## config.mk

```make
export PLATFORM = sky130hd
export DESIGN_NAME = console_uart_mmio
export DESIGN_NICKNAME = d
export VERILOG_FILES = /design/src/rtl/console_uart_mmio.sv
export SDC_FILE = /design/constraint.sdc
export NUM_CORES = 1
export LEC_CHECK = 0
export BUFFER_PORTS_ARGS = -buffer_cell sky130_fd_sc_hd__clkbuf_2
export CAP_MARGIN = 30
export CORE_MARGIN = 2
export CORE_UTILIZATION = 35
export DETAILED_ROUTE_END_ITERATION = 8
export PLACE_DENSITY = 0.55
export SYNTH_ARGS = -nofsm -noshare
export SYNTH_HDL_FRONTEND = slang
export SYNTH_SLANG_ARGS = --single-unit
```

## constraint.sdc

```tcl
create_clock -name CLK -period 5.1 [get_ports CLK]
set_input_delay 0.51 -clock CLK [delete_from_list [all_inputs] [get_ports CLK]]
set_output_delay 0.51 -clock CLK [all_outputs]
set_load 0.05 [all_outputs]
```

## src/rtl/console_uart_mmio.sv

```systemverilog
// Memory-mapped 8N1 UART console: TX/RX FIFOs, data/status registers, combinational read path.
// Optional build macro CONSOLE_LOOPBACK_EN routes internal TX into the RX synchroniser and parks the TX pin high.
module console_uart_mmio #(
  parameter int CLOCK_FREQUENCY = 50000000,
  parameter int BAUD_RATE       = 115200,
  parameter int FIFO_DEPTH      = 16
) (
  input  logic        CLK,
  input  logic        RESET,
  input  logic        SEL_DATA,
  input  logic        SEL_STAT,
  input  logic        MemWrite,
  input  logic        MemRead,
  input  logic [7:0]  WriteData,
  output logic [31:0] ReadData,
  input  logic        RX,
  output logic        TX,
  output logic        RX_IRQ
);
  localparam int DIV = CLOCK_FREQUENCY / BAUD_RATE;
  localparam int AW  = $clog2(FIFO_DEPTH);
  localparam int CW  = $clog2(DIV);
  localparam logic [CW-1:0] DIV_LAST  = CW'(DIV - 1);
  localparam logic [CW-1:0] HALF_LAST = CW'(DIV / 2 - 1);

  typedef enum logic [1:0] {IDLE, START, DATA, STOP} state_t;

  logic [7:0]    tx_mem [FIFO_DEPTH];
  logic [7:0]    rx_mem [FIFO_DEPTH];
  logic [AW:0]   tx_wp, tx_rp, rx_wp, rx_rp;
  logic          tx_empty, tx_full, rx_empty, rx_full;
  logic          tx_push, tx_pop, rx_push, rx_pop;

  state_t        tx_state, rx_state;
  logic [CW-1:0] tx_cnt, rx_cnt;
  logic [2:0]    tx_bits, rx_bits;
  logic [7:0]    tx_shift, rx_shift;
  logic          tx_line, tx_bit_end, rx_bit_end;
  logic          rx_src, rx_p0, rx_p1, rx_p2;
  logic          rx_stop_ok, rx_stop_bad, ovr, ferr, flag_clr, txidle;

  // Full when the pointers differ only in the wrap bit.
  assign tx_empty = (tx_wp == tx_rp);
  assign tx_full  = (tx_wp[AW] != tx_rp[AW]) && (tx_wp[AW-1:0] == tx_rp[AW-1:0]);
  assign rx_empty = (rx_wp == rx_rp);
  assign rx_full  = (rx_wp[AW] != rx_rp[AW]) && (rx_wp[AW-1:0] == rx_rp[AW-1:0]);

  assign tx_bit_end = (tx_cnt == DIV_LAST);
  assign rx_bit_end = (rx_cnt == DIV_LAST);
  assign tx_pop     = !tx_empty && ((tx_state == IDLE) || (tx_state == STOP && tx_bit_end));
  assign tx_push    = SEL_DATA && MemWrite && (!tx_full || tx_pop);
  assign rx_pop     = SEL_DATA && MemRead && !rx_empty;
  assign rx_stop_ok  = (rx_state == STOP) && rx_bit_end && rx_p1;
  assign rx_stop_bad = (rx_state == STOP) && rx_bit_end && !rx_p1;
  assign rx_push    = rx_stop_ok && (!rx_full || rx_pop);
  assign flag_clr   = SEL_STAT && MemRead;
  assign txidle     = tx_empty && (tx_state == IDLE);
  assign RX_IRQ     = !rx_empty;

`ifdef CONSOLE_LOOPBACK_EN
  logic unused_rx;
  assign unused_rx = RX;
  assign rx_src    = tx_line;
  assign TX        = 1'b1;
`else
  assign rx_src    = RX;
  assign TX        = tx_line;
`endif

  always_comb begin
    ReadData = '0;
    if (SEL_DATA)
      ReadData = {24'b0, rx_empty ? 8'h00 : rx_mem[rx_rp[AW-1:0]]};
    else if (SEL_STAT)
      ReadData = {27'b0, txidle, ferr, ovr, !tx_full, !rx_empty};
  end

  always_ff @(posedge CLK) begin
    if (tx_push) tx_mem[tx_wp[AW-1:0]] <= WriteData;
    if (rx_push) rx_mem[rx_wp[AW-1:0]] <= rx_shift;
    if (tx_pop)
      tx_shift <= tx_mem[tx_rp[AW-1:0]];
    else if (tx_state == DATA && tx_bit_end)
      tx_shift <= {1'b0, tx_shift[7:1]};
    if (rx_state == DATA && rx_bit_end)
      rx_shift <= {rx_p1, rx_shift[7:1]};
  end

  always_ff @(posedge CLK or negedge RESET) begin
    if (!RESET) begin
      tx_wp <= '0;
      tx_rp <= '0;
      rx_wp <= '0;
      rx_rp <= '0;
      ovr   <= 1'b0;
      ferr  <= 1'b0;
      rx_p0 <= 1'b1;
      rx_p1 <= 1'b1;
      rx_p2 <= 1'b1;
    end else begin
      if (tx_push) tx_wp <= tx_wp + 1'b1;
      if (tx_pop)  tx_rp <= tx_rp + 1'b1;
      if (rx_push) rx_wp <= rx_wp + 1'b1;
      if (rx_pop)  rx_rp <= rx_rp + 1'b1;
      // A new error in the clearing cycle keeps its flag set.
      ovr   <= (ovr && !flag_clr) || (rx_stop_ok && rx_full && !rx_pop);
      ferr  <= (ferr && !flag_clr) || rx_stop_bad;
      rx_p0 <= rx_src;
      rx_p1 <= rx_p0;
      rx_p2 <= rx_p1;
    end
  end

  always_ff @(posedge CLK or negedge RESET) begin
    if (!RESET) begin
      tx_state <= IDLE;
      tx_cnt   <= '0;
      tx_bits  <= '0;
      tx_line  <= 1'b1;
    end else begin
      case (tx_state)
        IDLE: if (!tx_empty) begin
          tx_state <= START;
          tx_line  <= 1'b0;
          tx_cnt   <= '0;
        end
        START: if (tx_bit_end) begin
          tx_state <= DATA;
          tx_line  <= tx_shift[0];
          tx_cnt   <= '0;
          tx_bits  <= '0;
        end else tx_cnt <= tx_cnt + 1'b1;
        DATA: if (tx_bit_end) begin
          tx_cnt <= '0;
          if (tx_bits == 3'd7) begin
            tx_state <= STOP;
            tx_line  <= 1'b1;
          end else begin
            tx_bits <= tx_bits + 1'b1;
            tx_line <= tx_shift[1];
          end
        end else tx_cnt <= tx_cnt + 1'b1;
        STOP: if (tx_bit_end) begin
          tx_cnt <= '0;
          // Chain straight into the next start bit when more bytes are queued.
          if (!tx_empty) begin
            tx_state <= START;
            tx_line  <= 1'b0;
          end else tx_state <= IDLE;
        end else tx_cnt <= tx_cnt + 1'b1;
      endcase
    end
  end

  always_ff @(posedge CLK or negedge RESET) begin
    if (!RESET) begin
      rx_state <= IDLE;
      rx_cnt   <= '0;
      rx_bits  <= '0;
    end else begin
      case (rx_state)
        IDLE: if (!rx_p1 && rx_p2) begin
          rx_state <= START;
          rx_cnt   <= '0;
        end
        START: if (rx_cnt == HALF_LAST) begin
          rx_cnt   <= '0;
          rx_bits  <= '0;
          rx_state <= rx_p1 ? IDLE : DATA;
        end else rx_cnt <= rx_cnt + 1'b1;
        DATA: if (rx_bit_end) begin
          rx_cnt <= '0;
          if (rx_bits == 3'd7) rx_state <= STOP;
          else rx_bits <= rx_bits + 1'b1;
        end else rx_cnt <= rx_cnt + 1'b1;
        STOP: if (rx_bit_end) begin
          rx_cnt   <= '0;
          rx_state <= IDLE;
        end else rx_cnt <= rx_cnt + 1'b1;
      endcase
    end
  end
endmodule
```

Word level (Yosys, flattened, before mapping). Memories as Yosys holds them, arrays and structs flattened. Index checks and enable logic that the tools add are counted.

Memories: 2. Input port bits: 15. Flip-flop bits (word level): 70. Memory bits (writable): 256.

Reductions and logical operators: 45. Add/sub/neg operators: 8. Mux-type cells: 44. Equality and inequality tests: 29.

Memories: rx_mem (words 16, bits a word 8, rd ports 1, clocked after Yosys merged registers in 0, wr ports 1, line 29) `logic [7:0] rx_mem [FIFO_DEPTH];`; tx_mem (words 16, bits a word 8, rd ports 1, clocked after Yosys merged registers in 0, wr ports 1, line 28) `logic [7:0] tx_mem [FIFO_DEPTH];`.

Operators by type and width (number): 9-bit 2-to-1 mux (5); 32-bit 2-to-1 mux (1); 9-bit one-hot mux with 3 select lines (1); 8-bit 2-to-1 mux (3); 2-bit 2-to-1 mux (11); 1-bit logical AND (21); 5-bit by 1-bit adder with 5-bit output, second input constant (4); 2-bit inequality test, second input constant (10); 9-bit by 1-bit adder with 9-bit output, second input constant (2); 9-bit == test, second input constant (2); 3-bit 2-to-1 mux (6); 9-bit one-hot mux with 2 select lines (1); 2-bit one-hot mux with 4 select lines (2); 3-bit one-hot mux with 2 select lines (2); 5-bit == test (2); 1-bit 2-to-1 mux (10); 5-bit AND reduction (2); 9-bit by 8-bit == test with 1-bit output, second input constant (1); 2-bit == test, second input constant (4); 4-bit == test (2); 4-bit AND reduction (2); 1-bit logical NOT (7); 3-bit by 1-bit adder with 3-bit output, second input constant (2); 3-bit == test, second input constant (2); other kinds (11) (21).

Longest topological paths before layout. Gate-level depths: netlist of run 1.

Depth after elaboration: 8. Mapped depth: 8. Gate-level depth less buffers: 7.

Worst setup path before layout of run 1. Ideal clock, no wire load.

Kind: reg-to-output. Start point: reg rx_rp[0]. End point: out ReadData[5]. Arrival time: 2676 ps. Stages on the path, launching flop included: 7. Data required time: 4590 ps. Slack: 1914 ps. Path through: dfrtp_1 -> buf_4 -> xor2_1 -> nor4_4 -> nand2_1 -> nand2_1 -> a211oi_1.

Cells in the longest elaborated chain, start to end: 3. Elaborated cells on any way between the ends: 4. Classes of those cells: eq/ne: 1; mux: 2; memory: 1.

Ends and longest elaborated chain: start, declared (line 30) `logic [AW:0] tx_wp, tx_rp, rx_wp, rx_rp;`; start signal, assigned (line 104) `if (rx_pop) rx_rp <= rx_rp + 1'b1;`; memory read 16 x 8 bit / 5-bit == test (equally long branches); 8-bit 2-to-1 mux * (line 73) `ReadData = {24'b0, rx_empty ? 8'h00 : rx_mem[rx_rp[AW-1:0]]};`; 32-bit 2-to-1 mux * (line 72) `if (SEL_DATA)`; end, declared (line 15) `output logic [31:0] ReadData,`.

Mark *: on every way between the ends. The rest lies on a longest branch, timed or not.

Worst setup path in the final report of run 1.
Start point: reg rx_rp[0]. End point: out ReadData[3].

The elaborated chain is that of the path after synthesis.

==> key figures, run 1 <==
Status
  • Status: complete, no violations

Global routing
  • Total gr overflow: 0
  • Initial antenna violation count: 0
  • Vias in the first global route: 7062
  • GRT Util Overall: 13.5%
  • Largest net degree at the start of global routing: 55
  • First-pass GRT wire length: 42.5 mm

Clock tree
  • CTS Buffer Depth: 3
  • CTS tree: yes
  • Reg clk slew, reported paths: 0.06 ns
  • Root Buffer: clkbuf_16
  • Post-CTS Setup Inserts: 0
  • Clk sinks: 326
  • Post-cts resize count: 0
  • Clock Latency Late Sink: 0.53 ns
  • H-tree Lvls: 2
  • CTS buffer count: 37
  • Hold_buf cts: 0

Floorplanning
  • Initial Util: 35.5%
  • Die ar.: 40800 um^2
  • Chip Height: 202 um
  • Cell Rows: 72
  • Die X: 202 um
  • Core area: 38600 um^2
  • Io pins: 49

Drt
  • Post-route ant nets: 0
  • WL/cell: 19.4 um
  • DRC: 0
  • DRT iter0 DRCs: 477
  • Via density: 4.93
  • Via count: 6871
  • DRT Pass-1 Iters: 5
  • Final WL: 27.1 mm

Synthesis
  • Synthesis-stage register bit count: 326
  • Register area share after synthesis: 69.4%
  • Synth Flop Type: edfxtp_1
  • Asr flop ratio synth: 16.6%
  • Post-Syn Area: 13700 um^2
  • Synth cell types: 63
  • Synth Warn #: 0
  • Average cell area after synthesis: 17.1 um^2
  • Mapped Cells: 801
  • Post-synth EDFFs: 272

STA
  • Final Cycle Share: 70.1%
  • Final setup vio count: 0
  • Fin Hold WS: 0.0741 ns
  • Max-slew violation count: 0
  • RSZ-0062 raised after global routing: false
  • Post-route setup slack: 1.52 ns
  • Fmax achieved: 280 MHz
  • Worst slew margin: 36.7%
  • Clock period minus worst slack: 3.58 ns
  • Setup tns final: 0 ns
  • Final hold vios: 0
  • Slew @ Worst Pin: 0.946 ns
  • Clk_skew: 0.0239 ns

Pwr
  • Peak VDD IR: 0.186 mV
  • Leak: 5.37 nW
  • Power Dens Cells: 441 nW/um^2
  • Power, Total: 6.83 mW

Min path
  • Worst hold-check path type: input port to register

Layout
  • Commonest non-fill, non-tap cell in the layout: edfxtp_1
  • Post-route cell area: 15500 um^2
  • Layout cells sized above 1: 20.6%
  • Antenna cells: 0
  • Most frequent cells in the layout: 272 x edfxtp_1, 64 x mux4_2, 50 x nand2_1
  • P&R area growth vs syn: 12.9%
  • Post-layout nets: 886

Place
  • DP Worst Slack: 1.93 ns
  • RD Place Congestion: 0.747
  • Placed Area: 14300 um^2
  • Detailed placement HPWL: 16.9 mm
  • IO buf count: 24

Critical path
  • CP bufs+invs: 2
  • Worst EP arrival: 3.07 ns
  • Crit start category: register
  • Critical path type: register to output pin
  • WP data required: 4.59 ns
  • Crit path largest cell delay: 0.76 ns
  • Setup crit end kind: output pin
  • Largest delay share family, worst path: multiplexers
  • Worst-path cell chain: buf_4 -> mux4_2 -> mux2_2 -> o21ai_0 -> o22ai_1 -> clkbuf_2
  • Critical path's slowest cell: dfrtp_2
  • Worst-path fanout max: 18

Run
  • MaxCap Viol Count: 0
-- stage by stage --
| stage | cells | utilization, % |
|---|---|---|
| floorplan | 824 | - |
| global placement | 1320 | 37.0 |
| detailed placement | 1325 | 37.0 |
| CTS | 1391 | 40.0 |
| global route | 1393 | 40.1 |
| finish | 1393 | 40.1 |
-- cell usage after synthesis (3+ instances only) --
library cell | n | area share [%]
xor2_1 | 12 | 0.77
mux2_2 | 8 | 0.66
o21ai_0 | 31 | 1.1
ha_1 | 23 | 2.1
nand3_1 | 12 | 0.44
a21oi_1 | 5 | 0.18
nand2b_1 | 5 | 0.23
buf_6 | 5 | 0.41
a21o_1 | 8 | 0.44
nor2b_1 | 6 | 0.27
nor3_1 | 7 | 0.26
nand2_1 | 50 | 1.4
dfstp_2 | 4 | 0.77
dfrtp_1 | 50 | 9.1
xnor2_1 | 16 | 1.0
nor3b_1 | 7 | 0.38
nand4_1 | 5 | 0.23
edfxtp_1 | 272 | 60
a211oi_1 | 8 | 0.44
mux4_2 | 64 | 11
buf_4 | 27 | 1.5
and3b_1 | 3 | 0.19
clkbuf_1 | 7 | 0.19
and2_1 | 14 | 0.64
mux2i_1 | 10 | 0.73
o22ai_1 | 20 | 0.91
inv_1 | 19 | 0.52
o31ai_1 | 10 | 0.55
buf_2 | 13 | 0.47
nor2_1 | 30 | 0.82
and3_1 | 7 | 0.32
a22o_1 | 4 | 0.26
buf_1 | 4 | 0.11
-- per-layer routing --
layer	GRT usage (%)	up-vias	part of all wire, %
li1	-	3191	-
met4	3.70	0	1.8
met3	2.64	34	5.0
met2	21.3	160	46
met5	0	-	0
met1	19.2	3486	47
-- power by group --
group          internal, mW  switching [mW]  total (mW)
combinational         0.487           0.649        1.14
sequential             2.98           0.149        3.13
clock                  1.50            1.06        2.56
total                  4.97            1.86        6.83
-- flip-flops by register name, summed over array words and instances (netlist names), named ones only --
name and cells:
TX 1, ferr 1, ovr 1, rx_bits 3, rx_cnt 9, rx_mem 128
rx_p0 1, rx_p1 1, rx_p2 1, rx_rp 5, rx_shift 8, rx_state 1
rx_wp 5, tx_bits 3, tx_cnt 9, tx_mem 128, tx_rp 5, tx_shift 8
tx_state 2, tx_wp 5
-- kinds of logic (layout without fill, tap and decap cells) --
| group | after synthesis | in the layout | synth area share [%] |
|---|---|---|---|
| DFF | 326 | 326 | 69.4 |
| and+or+nand+nor | 162 | 162 | 6.41 |
| AOI/OAI and AO/OA | 103 | 103 | 5.04 |
| muxes | 82 | 82 | 11.9 |
| buffers and inverters | 75 | 126 | 3.18 |
| xor gates and xnor gates | 29 | 29 | 1.91 |
| adders and majority gates | 23 | 23 | 2.10 |
| other | 1 | 24 | 0.0273 |
-- worst register-to-register path, delay by kind of cell (launching register included) --
kind	cells	cell delay (ns)
flip-flops	1	0.78
AO/OA/AOI/OAI	1	0.41
AND/OR/NAND/NOR	3	1.05
XOR/XNOR	1	0.29
-- worst paths after layout --
check,startpoint,to,slack [ns],cells after the start
worst min-delay path,RX,rx_p0$_DFF_PN1_,0.07,1
worst max-delay path,rx_rp[0]$_DFFE_PN0P_,ReadData[3],1.52,6
max in group asynchronous,RESET,tx_rp[0]$_DFFE_PN0N_,4.46,2
worst min register to register,rx_p0$_DFF_PN1_,rx_p1$_DFF_PN1_,0.38,0
min in group asynchronous,RESET,rx_cnt[2]$_DFFE_PN0P_,0.13,2
worst max register to register,rx_rp[3]$_DFFE_PN0P_,rx_mem[4][6]$_DFFE_PP_,2.19,5
-- layout make-up --
class | instances | area, um^2
multi-input cells | 423 | 3840
clock inverters | 21 | 200
well taps | 518 | 648
repair buffers | 41 | 241
flip-flops and latches | 326 | 9530
clock buffers | 45 | 956
fillers | 3476 | 23200
inverters | 19 | 71.3
Power figures use the tool's default switching activity.
==> run 2: changes to the inputs <==
Settings changed: ABC_AREA from default to 1.
Clock period 5.1 ns to 3.41 ns, I/O delays scaled along.
==> key figures, run 2 <==
Pwr
  • Peak VDD IR: 0.464 mV (+150%)
  • Leak: 6.40 nW (+19%)
  • Power Dens Cells: 779 nW/um^2 (+77%)

Clock tree
  • H-tree Lvls: 2 (unchanged)
  • Clk sinks: 326 (unchanged)
  • Reg clk slew, reported paths: 0.06 ns (about the same)
  • Root Buffer: clkbuf_16
  • Clock Latency Late Sink: 0.53 ns (about the same)
  • CTS buffer count: 37 (unchanged)
  • CTS Buffer Depth: 3 (unchanged)
  • CTS tree: yes

Layout
  • Most frequent cells in the layout: 446 x nand2_1, 272 x edfxtp_1, 204 x nor2_1
  • Register area: 9530 um^2 (unchanged)
  • Post-layout nets: 1491 (+68%)
  • Footprint of the multi-input gates: 4340 um^2 (+13%)
  • P&R area growth vs syn: 12.2%
  • Final core utilization: 39.8% (-0.27 points)
  • Fill count: 4001 (+15%)
  • Commonest non-fill, non-tap cell in the layout: nand2_1
  • Antenna cells: 0 (unchanged)
  • Layout cells sized above 1: 7.90% (-13 points)

Synthesis
  • Asr flop ratio synth: 16.6% (unchanged)
  • Average cell area after synthesis: 10.2 um^2 (-40%)
  • Synth cell types: 37 (-41%)
  • Synth Flop Type: edfxtp_1
  • Synth Warn #: 0 (unchanged)
  • Commonest cells in the netlist: 446 x nand2_1, 272 x edfxtp_1, 204 x nor2_1
  • Post-Syn Area: 14500 um^2 (+5.6%)
  • Mapped Cells: 1421 (+77%)
  • Register area share after synthesis: 65.7% (-3.7 points)
  • Synth area leaders: edfxtp_1 56%, nand2_1 12%, dfrtp_1 8.6%
  • Yosys top cell area share: 56.4% (-3.2 points)
  • Synthesis-stage register bit count: 326 (unchanged)
  • Cell with the most instances after synthesis: nand2_1
  • Post-synth EDFFs: 272 (unchanged)
  • Post-synth top area cell: edfxtp_1

Global routing
  • Total gr overflow: 0 (unchanged)
  • Largest net degree at the start of global routing: 66 (+20%)
  • First-pass GRT wire length: 53.7 mm (+27%)
  • Initial antenna violation count: 0 (unchanged)
  • Vias in the first global route: 9698 (+37%)
  • GRT Util Overall: 15.7% (+2.2 points)

STA
  • Final hold vios: 0 (unchanged)
  • Clock period minus worst slack: 3.15 ns
  • Worst slew margin: 41.4% (+4.6 points)
  • Final Cycle Share: 92.3%
  • Slew @ Worst Pin: 0.876 ns (-0.0694 ns)
  • Setup tns final: 0 ns (unchanged)
  • Fmax achieved: 318 MHz
  • Post-route setup slack: 0.264 ns (-1.26 ns)
  • RSZ-0062 raised after global routing: false
  • Clk_skew: 0.0323 ns (+0.00842 ns)
  • Max-slew violation count: 0 (unchanged)
  • Final setup vio count: 0 (unchanged)
  • Fin Hold WS: 0.182 ns (+0.108 ns)

Critical path
  • RR Endpoint: rx_mem[7][5]$_DFFE_PP_
  • R2r setup slk: 0.62 ns (-1.57 ns)
  • Reg2Reg Depth: 5 (unchanged)
  • Worst EP arrival: 2.80 ns (-0.27 ns)
  • Setup crit end kind: output pin
  • Worst-path fanout max: 14 (-4)
  • WP data required: 3.07 ns (-1.52 ns)
  • FF-to-FF Start: rx_rp[0]$_DFFE_PN0P_
  • Crit start category: register
  • Critical path type: register to output pin

Drt
  • DRC: 0 (unchanged)
  • DRT Pass-1 Iters: 5 (unchanged)
  • Via count: 9763 (+42%)
  • Final WL: 33.8 mm (+25%)
  • DRT iter0 DRCs: 691 (+45%)
  • Post-route ant nets: 0 (unchanged)
  • WL/cell: 16.8 um (-14%)
  • Via density: 4.85 (-1.7%)

Floorplanning
  • Initial Util: 35.5% (about the same)
  • Chip Height: 207 um (+2.7%)
  • Cell Rows: 74 (+2.8%)
  • Die X: 207 um (+2.7%)
  • Core area: 40800 um^2 (+5.7%)
  • Die ar.: 43000 um^2 (+5.5%)
  • Io pins: 49 (unchanged)

Run
  • MaxCap Viol Count: 0 (unchanged)

Min path
  • Cells on Worst Hold Path: 4 (+3)
  • Worst hold-check path type: input port to register
  • Hold Path Origin: MemRead
  • Endpoint of the worst hold path: ovr$_DFF_PN0_

Place
  • RD Place Congestion: 0.811 (+8.6%)
  • Detailed placement HPWL: 21.5 mm (+27%)
  • DP Worst Slack: 0.663 ns (-1.27 ns)
  • IO buf count: 24 (unchanged)

Status
  • Status: complete, no violations
[run 2: changes by cell type after synthesis, sizes merged, moves of 10 or more]
cell,delta
buf,+11
nor2,+176
o22ai,-14
and2,-14
clkbuf,+11
inv,+52
mux4,-64
nand2,+397
mux2i,-10
nand3,+74
o21ai,+86
[run 2: repair_timing]
| item | 4_1_cts | 5_1_grt |
|---|---|---|
| hold buffers | 2 | 0 |
| resized for setup | 0 | 4 |
| endpoints found under the setup margin | 0 | 8 |
| hold endpoints to repair | 11 | 0 |
| setup buffers | 0 | 0 |
[run 2: worst max path at each step]
stage / from / to / slack (ns)
finish: tx_rp[2]$_DFFE_PN0N_ / ReadData[4] / 0.26
global route: tx_rp[2]$_DFFE_PN0N_ / ReadData[4] / 0.06
CTS: rx_rp[0]$_DFFE_PN0P_ / ReadData[3] / 0.12
detailed placement: rx_cnt[1]$_DFFE_PN0P_ / rx_mem[7][0]$_DFFE_PP_ / 0.66
global placement: rx_rp[0]$_DFFE_PN0P_ / rx_mem[7][0]$_DFFE_PP_ / 0.59
floorplan: rx_rp[2]$_DFFE_PN0P_ / ReadData[5] / 0.92
[run 2: per-layer routing]
metal | share of wire [%] | global-route usage (%)
met1 | 45 | 20.9
met3 | 4.4 | 2.47
met2 | 48 | 26.4
met5 | 0 | 0
met4 | 2.5 | 5.05
[run 2: logic make-up after synthesis]
logic type,Yosys count,share of synthesized area (%)
adder cells (fa/ha/maj),23,1.99
AND/OR/NAND/NOR,753,20.6
flip-flops,326,65.7
other,1,0.0259
AO/OA/AOI/OAI,139,5.02
buffers and inverters,151,4.91
XOR/XNOR,28,1.69
[run 2: cell type report]
type | count | share of cell area (%)
flip-flops and latches | 326 | 58.6
multi-input cells | 967 | 26.7
clock buffers | 55 | 6.50
well taps | 532 | 4.10
repair buffers | 48 | 1.90
inverters | 73 | 1.72
clock inverters | 12 | 0.454
[run 2: power breakdown]
part,switching (mW),internal (mW)
Clock,1.56,2.15
Combinational,2.83,1.17
Sequential,0.327,4.62
[run 2: per-stage QoR]
stage | power [mW] | cells | instance area [um^2]
floorplan | 8.00 | 1444 | 14600
global placement | 9.01 | 1944 | 15100
detailed placement | 9.03 | 1944 | 15100
CTS | 12.8 | 2013 | 16200
global route | 13.5 | 2013 | 16300
finish | 12.7 | 2013 | 16300
[run 2: critical path: stages, from the launching register on]
cell	delay (ns)
dfrtp_1	0.68
inv_2	0.21
nand2_1	0.10
nand2_1	0.08
nor2_2	0.21
nand4_2	0.29
inv_2	0.22
nand2_1	0.10
nand2_1	0.12
clkbuf_2	0.28
==> run 3: changes to the inputs <==
Clock period 3.41 ns to 2.9 ns, I/O delays scaled along.
==> key figures, run 3 (synthesis gave the netlist of run 2 again) <==
Clock tree
  • H-tree Lvls: 2 (unchanged)
  • CTS buffer count: 37 (unchanged)
  • Clock Latency Late Sink: 0.55 ns (+0.02 ns)
  • CTS Buffer Depth: 3 (unchanged)
  • CTS tree: yes
  • Root Buffer: clkbuf_16
  • Reg clk slew, reported paths: 0.06 ns (about the same)
  • Clk sinks: 326 (unchanged)

Drt
  • Via density: 4.77 (-1.6%)
  • Final WL: 34.0 mm (+0.54%)
  • Post-route ant nets: 0 (unchanged)
  • DRT Pass-1 Iters: 5 (unchanged)
  • Via count: 9667 (-0.98%)
  • WL/cell: 16.8 um (-0.10%)
  • DRC: 0 (unchanged)
  • DRT iter0 DRCs: 737 (+6.7%)

Place
  • RD Place Congestion: 0.797 (-1.8%)
  • Detailed placement HPWL: 21.4 mm (-0.33%)
  • IO buf count: 24 (unchanged)

Layout
  • Most frequent cells in the layout: 446 x nand2_1, 272 x edfxtp_1, 204 x nor2_1
  • Layout cells sized above 1: 9.04% (+1.1 points)
  • Post-layout nets: 1504 (+0.87%)
  • P&R area growth vs syn: 14.4%
  • Register area: 9530 um^2 (unchanged)
  • Fill count: 3904 (-2.4%)
  • Commonest non-fill, non-tap cell in the layout: nand2_1
  • Antenna cells: 0 (unchanged)
  • Footprint of the multi-input gates: 4340 um^2 (unchanged)

STA
  • Fmax achieved: 371 MHz
  • Slew @ Worst Pin: 0.920 ns (+0.0435 ns)
  • Fin Hold WS: 0.155 ns (-0.0272 ns)
  • Clock period minus worst slack: 2.69 ns
  • Max-slew violation count: 0 (unchanged)
  • Clk_skew: 0.0244 ns (-0.00795 ns)
  • Final Cycle Share: 92.9%
  • Final hold vios: 0 (unchanged)
  • Final setup vio count: 0 (unchanged)
  • RSZ-0062 raised after global routing: false
  • Worst slew margin: 38.7% (-2.7 points)
  • Setup tns final: 0 ns (unchanged)

Critical path
  • FF-to-FF Start: rx_cnt[1]$_DFFE_PN0P_
  • Critical path type: register to output pin
  • Most used cell, CP: nand3_1
  • Largest delay share family, worst path: buffers and inverters
  • WP data required: 2.61 ns (-0.46 ns)
  • Reg2Reg Depth: 10 (+5)
  • Worst-path cell chain: inv_4 -> buf_4 -> o21ai_0 -> nand3_1 -> nand3_1 -> a21oi_1 -> buf_12
  • Crit start category: register
  • Setup crit end kind: output pin
  • Worst EP arrival: 2.40 ns (-0.40 ns)
  • Worst-path fanout max: 27 (+13)
  • Critical path's slowest cell: dfrtp_2
  • Crit path largest cell delay: 0.44 ns (-0.24 ns)
  • CP bufs+invs: 3 (unchanged)
  • R2r setup slk: 0.51 ns (-0.11 ns)
  • RR Endpoint: rx_mem[13][3]$_DFFE_PP_

Pwr
  • Power Dens Cells: 941 nW/um^2 (+21%)
  • Leak: 6.57 nW (+2.6%)
  • Peak VDD IR: 0.842 mV (+82%)

Floorplanning
  • Chip Height: 207 um (unchanged)
  • Die X: 207 um (unchanged)
  • Initial Util: 35.5% (unchanged)
  • Core area: 40800 um^2 (unchanged)
  • Cell Rows: 74 (unchanged)
  • Io pins: 49 (unchanged)
  • Die ar.: 43000 um^2 (unchanged)

Run
  • MaxCap Viol Count: 0 (unchanged)

Global routing
  • GRT Util Overall: 15.9% (+0.15 points)
  • First-pass GRT wire length: 53.7 mm (about the same)
  • Total gr overflow: 0 (unchanged)
  • Largest net degree at the start of global routing: 66 (unchanged)
  • Initial antenna violation count: 0 (unchanged)
  • Vias in the first global route: 9468 (-2.4%)

Min path
  • Worst hold-check path type: input port to register
  • Cells on Worst Hold Path: 4 (unchanged)
  • Endpoint of the worst hold path: ovr$_DFF_PN0_
  • Hold Path Origin: MemRead

Status
  • Status: complete, no violations
## run 3: changes by cell type in the layout (fill, tap and decap cells not counted), sizes merged
cell,delta
buf,+21
clkbuf,-11
bufinv,+3
clkinv,+2
clkinvlp,-2
## run 3: cell type report
class / count / area share [%]
repair buffers: 61 / 3.31
well taps: 532 / 4.02
multi-input cells: 967 / 26.2
clock buffers: 52 / 6.36
inverters: 73 / 1.69
clock inverters: 15 / 0.959
flip-flops and latches: 326 / 57.5
## run 3: repair_timing
action | CTS | global route
gates resized for setup | 0 | 3
hold buffers | 2 | 0
setup buffers | 0 | 1
setup endpoints to repair | 0 | 8
hold endpoints to repair | 51 | 0
## run 3: power breakdown
part           total, mW  internal (mW)  switching (mW)  leakage, nW
clock network       4.68           2.81            1.87        0.595
logic               5.23           1.66            3.57         2.82
registers           5.69           5.43           0.263         3.15
## run 3: routing by layer
metal / wire length [um] / GRT usage [%]
met1: 15800 / 22.2
met2: 15700 / 25.3
met3: 1690 / 2.74
met4: 838 / 4.83
met5: 0 / 0
## run 3: worst max path at each step
stage | startpoint | endpoint | cells after the start
3_3_place_gp | rx_cnt[1]$_DFFE_PN0P_ | rx_mem[13][3]$_DFFE_PP_ | 10
3_5_place_dp | tx_cnt[1]$_DFFE_PN0P_ | tx_mem[15][2]$_DFFE_PP_ | 9
5_1_grt | rx_rp[3]$_DFFE_PN0P_ | ReadData[5] | 7
2_1_floorplan | rx_rp[2]$_DFFE_PN0P_ | ReadData[5] | 6
6_report | rx_rp[0]$_DFFE_PN0P_ | ReadData[6] | 7
4_1_cts | rx_rp[0]$_DFFE_PN0P_ | ReadData[6] | 7
## run 3: worst min-delay path: stages
cell and delay, ns:
clkbuf_2 0.12, nand2_1 0.11, nand2_1 0.05, o21ai_0 0.07
## run 3: metrics by stage
step                      cell area, um^2  setup WS (ns)  utilization, %  instances  total power, mW
after floorplan                     14600          0.464               -       1444             9.40
after global placement              15300          0.528            37.5       1956             11.0
after detailed placement            15300          0.481            37.5       1956             11.0
after CTS                           16600         0.0360            40.6       2025             15.7
after global routing                16600         0.0557            40.6       2026             16.5
final                               16600          0.207            40.6       2026             15.6
